`src/rtl/ex_mem_stage.sv`:
```
// EX/MEM pipeline register with branch redirect, misalignment suppression and stall timeout.
// Optional forwarding outputs (fwd_en/fwd_rd/fwd_data) are built only when EXMEM_FWD_EN is defined.
module ex_mem_stage #(
  parameter int TIMEOUT = 15
) (
  input  logic        clk,
  input  logic        rstn,
  input  logic        ex_valid,
  input  logic [31:0] ex_alu_c,
  input  logic        ex_zero,
  input  logic        ex_branch,
  input  logic        ex_jump,
  input  logic [31:0] ex_pc,
  input  logic [31:0] ex_imm,
  input  logic [4:0]  ex_rd,
  input  logic        ex_regwrite,
  input  logic        ex_memread,
  input  logic        ex_memwrite,
  input  logic [31:0] ex_wdata,
  input  logic [2:0]  ex_funct3,
  input  logic        mem_ready,
  output logic        stall,
  output logic        redirect_valid,
  output logic [31:0] redirect_pc,
  output logic        mem_valid,
  output logic        mem_regwrite,
  output logic        mem_memread,
  output logic        mem_memwrite,
  output logic [31:0] mem_addr,
  output logic [31:0] mem_wdata,
  output logic [2:0]  mem_funct3,
  output logic [4:0]  mem_rd,
  output logic        misalign,
  output logic        timeout_err
`ifdef EXMEM_FWD_EN
  ,
  output logic        fwd_en,
  output logic [4:0]  fwd_rd,
  output logic [31:0] fwd_data
`endif
);

  localparam logic [7:0] LP_TIMEOUT = 8'(TIMEOUT);

  logic        r_mem_valid;
  logic        r_mem_regwrite;
  logic        r_mem_memread;
  logic        r_mem_memwrite;
  logic [31:0] r_mem_addr;
  logic [31:0] r_mem_wdata;
  logic [2:0]  r_mem_funct3;
  logic [4:0]  r_mem_rd;
  logic        r_misalign;
  logic        r_timeout_err;
  logic [7:0]  r_stall_cnt;

  logic        w_pending;
  logic        w_stall;
  logic        w_taken;
  logic        w_is_mem;
  logic        w_half_bad;
  logic        w_word_bad;
  logic        w_misalign;
  logic [31:0] w_addr_next;
  logic [7:0]  w_cnt_next;

  assign w_pending = r_mem_valid & (r_mem_memread | r_mem_memwrite) & ~r_misalign;
  assign w_stall   = w_pending & ~mem_ready;

  assign w_taken        = ex_jump | (ex_branch & ex_zero);
  assign redirect_valid = rstn & ex_valid & ~w_stall & w_taken;
  assign redirect_pc    = ex_pc + ex_imm;

  // Only real memory accesses are size-checked; ALU results may be any value.
  assign w_is_mem    = ex_memread | ex_memwrite;
  assign w_half_bad  = (ex_funct3[1:0] == 2'b01) & ex_alu_c[0];
  assign w_word_bad  = (ex_funct3[1:0] == 2'b10) & (ex_alu_c[1:0] != 2'b00);
  assign w_misalign  = ex_valid & w_is_mem & (w_half_bad | w_word_bad);
  assign w_addr_next = ex_jump ? (ex_pc + 32'd4) : ex_alu_c;

  always_ff @(posedge clk) begin
    if (!rstn) begin
      r_mem_valid    <= 1'b0;
      r_mem_regwrite <= 1'b0;
      r_mem_memread  <= 1'b0;
      r_mem_memwrite <= 1'b0;
      r_mem_addr     <= 32'd0;
      r_mem_wdata    <= 32'd0;
      r_mem_funct3   <= 3'd0;
      r_mem_rd       <= 5'd0;
      r_misalign     <= 1'b0;
    end else if (!w_stall) begin
      if (ex_valid) begin
        r_mem_valid    <= 1'b1;
        r_mem_regwrite <= ex_regwrite & ~ex_branch & ~w_misalign;
        r_mem_memread  <= ex_memread & ~w_misalign;
        r_mem_memwrite <= ex_memwrite & ~w_misalign;
        r_mem_addr     <= w_addr_next;
        r_mem_wdata    <= ex_wdata;
        r_mem_funct3   <= ex_funct3;
        r_mem_rd       <= ex_rd;
        r_misalign     <= w_misalign;
      end else begin
        r_mem_valid    <= 1'b0;
        r_mem_regwrite <= 1'b0;
        r_mem_memread  <= 1'b0;
        r_mem_memwrite <= 1'b0;
        r_mem_addr     <= 32'd0;
        r_mem_wdata    <= 32'd0;
        r_mem_funct3   <= 3'd0;
        r_mem_rd       <= 5'd0;
        r_misalign     <= 1'b0;
      end
    end
  end

  always_comb begin
    w_cnt_next = 8'd0;
    if (w_stall) begin
      w_cnt_next = (r_stall_cnt >= LP_TIMEOUT) ? LP_TIMEOUT : (r_stall_cnt + 8'd1);
    end
  end

  // The error flag rises on the same edge the counter reaches the limit.
  always_ff @(posedge clk) begin
    if (!rstn) begin
      r_stall_cnt   <= 8'd0;
      r_timeout_err <= 1'b0;
    end else begin
      r_stall_cnt   <= w_cnt_next;
      r_timeout_err <= r_timeout_err | (w_cnt_next == LP_TIMEOUT);
    end
  end

  assign stall        = w_stall;
  assign mem_valid    = r_mem_valid;
  assign mem_regwrite = r_mem_regwrite;
  assign mem_memread  = r_mem_memread;
  assign mem_memwrite = r_mem_memwrite;
  assign mem_addr     = r_mem_addr;
  assign mem_wdata    = r_mem_wdata;
  assign mem_funct3   = r_mem_funct3;
  assign mem_rd       = r_mem_rd;
  assign misalign     = r_misalign;
  assign timeout_err  = r_timeout_err;

`ifdef EXMEM_FWD_EN
  assign fwd_en   = r_mem_valid & r_mem_regwrite & ~r_mem_memread & (r_mem_rd != 5'd0);
  assign fwd_rd   = r_mem_rd;
  assign fwd_data = r_mem_addr;
`endif

endmodule

```
`config.mk`:
```
export PLATFORM = sky130hd
export DESIGN_NAME = ex_mem_stage
export DESIGN_NICKNAME = d
export VERILOG_FILES = /design/src/rtl/ex_mem_stage.sv
export SDC_FILE = /design/constraint.sdc
export NUM_CORES = 1
export LEC_CHECK = 0
export ABC_AREA = 0
export CORE_MARGIN = 1.5
export CORE_UTILIZATION = 41
export CTS_CLUSTER_DIAMETER = 40
export DETAILED_ROUTE_END_ITERATION = 8
export PLACE_DENSITY_LB_ADDON = 0.25
export SYNTH_ARGS = -nofsm -noshare
export SYNTH_HDL_FRONTEND = slang
export SYNTH_SLANG_ARGS = --single-unit
```
`constraint.sdc`:
```
create_clock -name clk -period 4 [get_ports clk]
set_clock_uncertainty 0.15 [all_clocks]
set_input_delay 1 -clock clk [delete_from_list [all_inputs] [get_ports clk]]
set_output_delay 1 -clock clk [all_outputs]
set_load 0.05 [all_outputs]
```
==> tab_implementation.tex <==
\begin{tabular}{lr}
\hline
Metric & Value \\
\hline
\multicolumn{2}{l}{\textbf{Run status}} \\
\quad Result of the run & finished with violations \\
\quad Failing checks & negative setup slack \\
\multicolumn{2}{l}{\textbf{Synth}} \\
\quad Number of instances in the synthesized netlist & just over 600 \\
\quad Top-area cell type share of the netlist area & 32.5\% \\
\quad Cell type with the highest aggregate area in the netlist & sky130\_fd\_sc\_hd\_\_dfxtp\_1 \\
\quad Mean post-synth cell area & $\sim$8.7 um\^{}2 \\
\quad Synth cell types & 67 \\
\quad Number of flops mapped to enable cells by yosys & 0 \\
\quad Top post-synthesis cells by count & sky130\_fd\_sc\_hd\_\_dfxtp\_1, sky130\_fd\_sc\_hd\_\_nand2\_1, sky130\_fd\_sc\_hd\_\_a21oi\_1, sky130\_fd\_sc\_hd\_\_a22o\_1, sky130\_fd\_sc\_hd\_\_o21ai\_0 \\
\quad Yosys warning count & 0 \\
\quad Top-count cell post-synth & sky130\_fd\_sc\_hd\_\_dfxtp\_1 \\
\quad Netlist area before placement & 5300 um\^{}2 \\
\quad Synthesized flop and latch total & 86 \\
\quad Sequential fraction of the synthesis area & 32.5\% \\
\quad Ys async rst share & 0\% \\
\quad Primary FF master, synth & sky130\_fd\_sc\_hd\_\_dfxtp\_1 \\
\quad Biggest area contributors in the synthesized netlist & sky130\_fd\_sc\_hd\_\_dfxtp\_1, sky130\_fd\_sc\_hd\_\_a22o\_1, sky130\_fd\_sc\_hd\_\_ha\_1 \\
\multicolumn{2}{l}{\textbf{Setup path}} \\
\quad R2r setup slk & 1.81 ns \\
\quad Data required, critical path & 2.85 ns \\
\quad Capturing point of the worst reg2reg path & mem\_addr[30] \\
\quad Element type at the critical path end & output pin \\
\quad Worst setup SP type & input pin \\
\quad Data arrival time at the worst-slack endpoint & 3.08 ns \\
\quad Number of cell instances on the worst register-to-register path & 7 \\
\quad Critical path class & in2out \\
\quad Worst flop-to-flop path startpoint & misalign \\
\quad Critical path fanouts, max & 5 \\
\multicolumn{2}{l}{\textbf{Timing}} \\
\quad Fmax & 237 MHz \\
\quad Worst Tran Pin Value & approximately 0.63 ns \\
\quad Total count of max-transition violations in the final report & 0 \\
\quad Relative slew slack & a little under 60\% \\
\quad Final Hold Violating Endpoints & 0 \\
\quad Final period util & 106\% \\
\quad Smallest setup slack after layout & -0.227 ns \\
\quad Final number of setup-violating endpoints & 20 \\
\quad Fin crit period & 4.23 ns \\
\quad RSZ-0062 raised after global routing & yes \\
\multicolumn{2}{l}{\textbf{CTS}} \\
\quad Cell chosen for the clock root & sky130\_fd\_sc\_hd\_\_clkbuf\_16 \\
\quad CTS sink cnt & 86 \\
\quad Number of CTS-inserted buffers & 9 \\
\quad TritonCTS clock tree & built \\
\quad Clock latency of the later-clocked register in the worst-skew pair & about 0.33 ns \\
\quad Longest Clk Path Bufs & 2 \\
\quad H-tree levels & 3 \\
\quad Hold-fix buffer count after cts & 0 \\
\quad Register clock-pin slew on the reported worst setup and hold paths & about 0.060 ns \\
\multicolumn{2}{l}{\textbf{Routing}} \\
\quad Average wire per standard cell & 22.4 um \\
\quad Residual antenna-violating net count after detailed routing & 0 \\
\quad First drt pass iteration count & 5 \\
\quad Final WL & 26600 um \\
\quad DR vias & slightly above 7000 \\
\quad DR iter-0 viols & 622 \\
\quad DRC violations left & 0 \\
\quad Average via count per standard cell & about 6.0 \\
\multicolumn{2}{l}{\textbf{Power}} \\
\quad Power share of the sequential group & 25.4\% \\
\quad Logic gate share of total power & 53.6\% \\
\quad Clock network fraction of total power & about a fifth \\
\quad Power per cell area & 332 nW/um\^{}2 \\
\quad Sw Ratio & 38.1\% \\
\quad Internal power component & 0.00224 W \\
\quad Power spent charging and discharging nets & roughly 0.0014 W \\
\quad Worst-case vdd ir drop & 259 uV \\
\quad Leakage power figure & $\sim$4.4 nW \\
\multicolumn{2}{l}{\textbf{Worst hold path}} \\
\quad Worst hold path cell count & 1 \\
\quad End point of the most critical hold path & mem\_addr[20] \\
\quad Class of the most critical hold timing path & reg2reg \\
\quad Hold path startpoint & mem\_addr[20] \\
\multicolumn{2}{l}{\textbf{GRT}} \\
\quad First-pass GRT wire length & 35900 um \\
\quad Number of global-route vias before repair & 6888 \\
\quad Overflow left after global routing & 0 \\
\quad Pin count of the biggest net entering global routing & 43 \\
\quad Tot GR Track Use & 34.3\% \\
\quad Antenna violations before repair & 2 \\
\multicolumn{2}{l}{\textbf{Floorplanning}} \\
\quad Starting density of the core & 42.0\% \\
\quad Rows & between 40 and 50 \\
\quad Top-level port count & between 200 and 300 \\
\quad Floorplan Core Area & 12600 um\^{}2 \\
\quad Overall die width & 117 um \\
\quad Area of the die & roughly 14000 um\^{}2 \\
\quad Die Height & $\sim$120 um \\
\multicolumn{2}{l}{\textbf{Final layout}} \\
\quad Fin area & about 11000 um\^{}2 \\
\quad Post-synthesis to final-layout area growth & 106\% \\
\quad Fraction of layout cells with a size suffix above 1 & 38.9\% \\
\quad Fin nets & roughly 1200 \\
\multicolumn{2}{l}{\textbf{Placement}} \\
\quad Worst slack, placed & -0.801 ns \\
\quad DP HPWL & 17000 um \\
\quad Routability cong. & 0.991 \\
\quad Number of input and output port buffers inserted & 257 \\
\quad Area post-placement & $\sim$9500 um\^{}2 \\
\multicolumn{2}{l}{\textbf{Job}} \\
\quad Number of violations of the max-capacitance limit & 0 \\
\hline
\end{tabular}
-- how the worst max path moves through the flow --
| stage | startpoint | to | slack, ns | cells after the start |
|---|---|---|---|---|
| finish | ex_pc[0] | redirect_pc[30] | -0.23 | 10 |
| global route | ex_imm[11] | redirect_pc[28] | -0.27 | 11 |
| CTS | ex_pc[0] | redirect_pc[28] | -0.22 | 11 |
| detailed placement | ex_pc[1] | redirect_pc[29] | -0.80 | 10 |
| global placement | ex_pc[1] | redirect_pc[29] | -0.69 | 10 |
| floorplan | ex_pc[5] | redirect_pc[13] | -0.12 | 6 |
-- cells in the final DEF, fill, tap and decap left out, types with 8 or more instances in the layout --
cell / count
sky130_fd_sc_hd__clkbuf_16: 9
sky130_fd_sc_hd__inv_1: 9
sky130_fd_sc_hd__dfxtp_1: 86
sky130_fd_sc_hd__xor2_1: 24
sky130_fd_sc_hd__nand3_1: 11
sky130_fd_sc_hd__o21ai_0: 33
sky130_fd_sc_hd__a21oi_4: 14
sky130_fd_sc_hd__clkbuf_2: 10
sky130_fd_sc_hd__a21o_1: 11
sky130_fd_sc_hd__a22o_1: 48
sky130_fd_sc_hd__buf_12: 32
sky130_fd_sc_hd__a32oi_1: 8
sky130_fd_sc_hd__a21oi_2: 10
sky130_fd_sc_hd__nand4_1: 13
sky130_fd_sc_hd__ha_4: 27
sky130_fd_sc_hd__buf_4: 139
sky130_fd_sc_hd__nor2_1: 25
sky130_fd_sc_hd__clkdlybuf4s50_1: 169
sky130_fd_sc_hd__o21ai_1: 13
sky130_fd_sc_hd__xnor2_1: 16
sky130_fd_sc_hd__dlygate4sd2_1: 13
sky130_fd_sc_hd__a21oi_1: 28
sky130_fd_sc_hd__o211ai_1: 8
sky130_fd_sc_hd__buf_6: 22
sky130_fd_sc_hd__nand2_1: 45
sky130_fd_sc_hd__buf_2: 10
sky130_fd_sc_hd__xnor2_2: 8
-- critical path: stages --
cell and delay (ns):
sky130_fd_sc_hd__buf_8 0.10, sky130_fd_sc_hd__ha_4 0.16, sky130_fd_sc_hd__fa_2 0.34, sky130_fd_sc_hd__a21o_1 0.22, sky130_fd_sc_hd__a31o_4 0.28, sky130_fd_sc_hd__a32oi_2 0.22
sky130_fd_sc_hd__o211ai_1 0.20, sky130_fd_sc_hd__a31oi_2 0.24, sky130_fd_sc_hd__xnor2_2 0.16, sky130_fd_sc_hd__buf_12 0.16
-- cells by family (layout without fill, tap and decap cells) --
group	after synthesis	count (layout)	synth area share, %
muxes	3	3	0.567
buffers and inverters	37	436	2.98
and+or+nand+nor	160	160	15.6
adders and majority gates	35	35	8.36
AOI/OAI and AO/OA	229	229	30.0
DFF	86	86	32.5
xor gates and xnor gates	60	60	9.92
other	1	6	0.0708
-- routing by layer --
| metal | track usage (%) | wire, um |
|---|---|---|
| met2 | 62.0 | 13100 |
| met3 | 6.75 | 2360 |
| met1 | 37.7 | 9440 |
| met5 | 0 | 0 |
| met4 | 19.2 | 1750 |
-- cell type report --
| cell class | count | area (um^2) |
|---|---|---|
| timing repair buffer | 410 | 4010 |
| fill | 630 | 1700 |
| inverter | 10 | 37.5 |
| tap | 172 | 215 |
| sequential | 86 | 1720 |
| antenna | 2 | 5.00 |
| multi-input combinational | 491 | 4660 |
| clock inverter | 4 | 22.5 |
| clock buffer | 12 | 246 |
-- through the flow --
stage / instances / power, W / setup TNS, ns / hold slack, ns / util [%]
final: 1187 / 0.00362 / -2.36 / 0.301 / 86.5
after global routing: 1187 / 0.00372 / -3.35 / 0.317 / 86.5
after CTS: 1176 / 0.00347 / -1.57 / 0.302 / 84.1
after detailed placement: 1142 / 0.00254 / -14.40 / 0.289 / 75.0
after global placement: 1142 / 0.00252 / -13.15 / 0.285 / 75.0
after floorplan: 614 / 0.00173 / -0.505 / 0.301 / -
-- sequential cells by signal, indices dropped and copies added, names as in the netlist --
register and count:
mem_addr 32, mem_funct3 3, mem_memread 1, mem_memwrite 1, mem_rd 5, mem_regwrite 1, mem_valid 1, mem_wdata 32
misalign 1, r_stall_cnt 8, timeout_err 1
-- power by group through the flow --
stage	clock network, W	logic, W	registers [W]
final	0.000761	0.00194	0.000919
after global routing	0.000802	0.00200	0.000922
after CTS	0.000767	0.00179	0.000919
after detailed placement	0	0.00161	0.000937
after global placement	0	0.00159	0.000934
after floorplan	0	0.000670	0.00106
-- timing repair --
item / in CTS / in global routing
pin swaps: 83 / 51
resized for setup: 263 / 86
buffers inserted: 20 / 11
endpoints found under the setup margin: 27 / 23
Power figures use the tool's default switching activity.
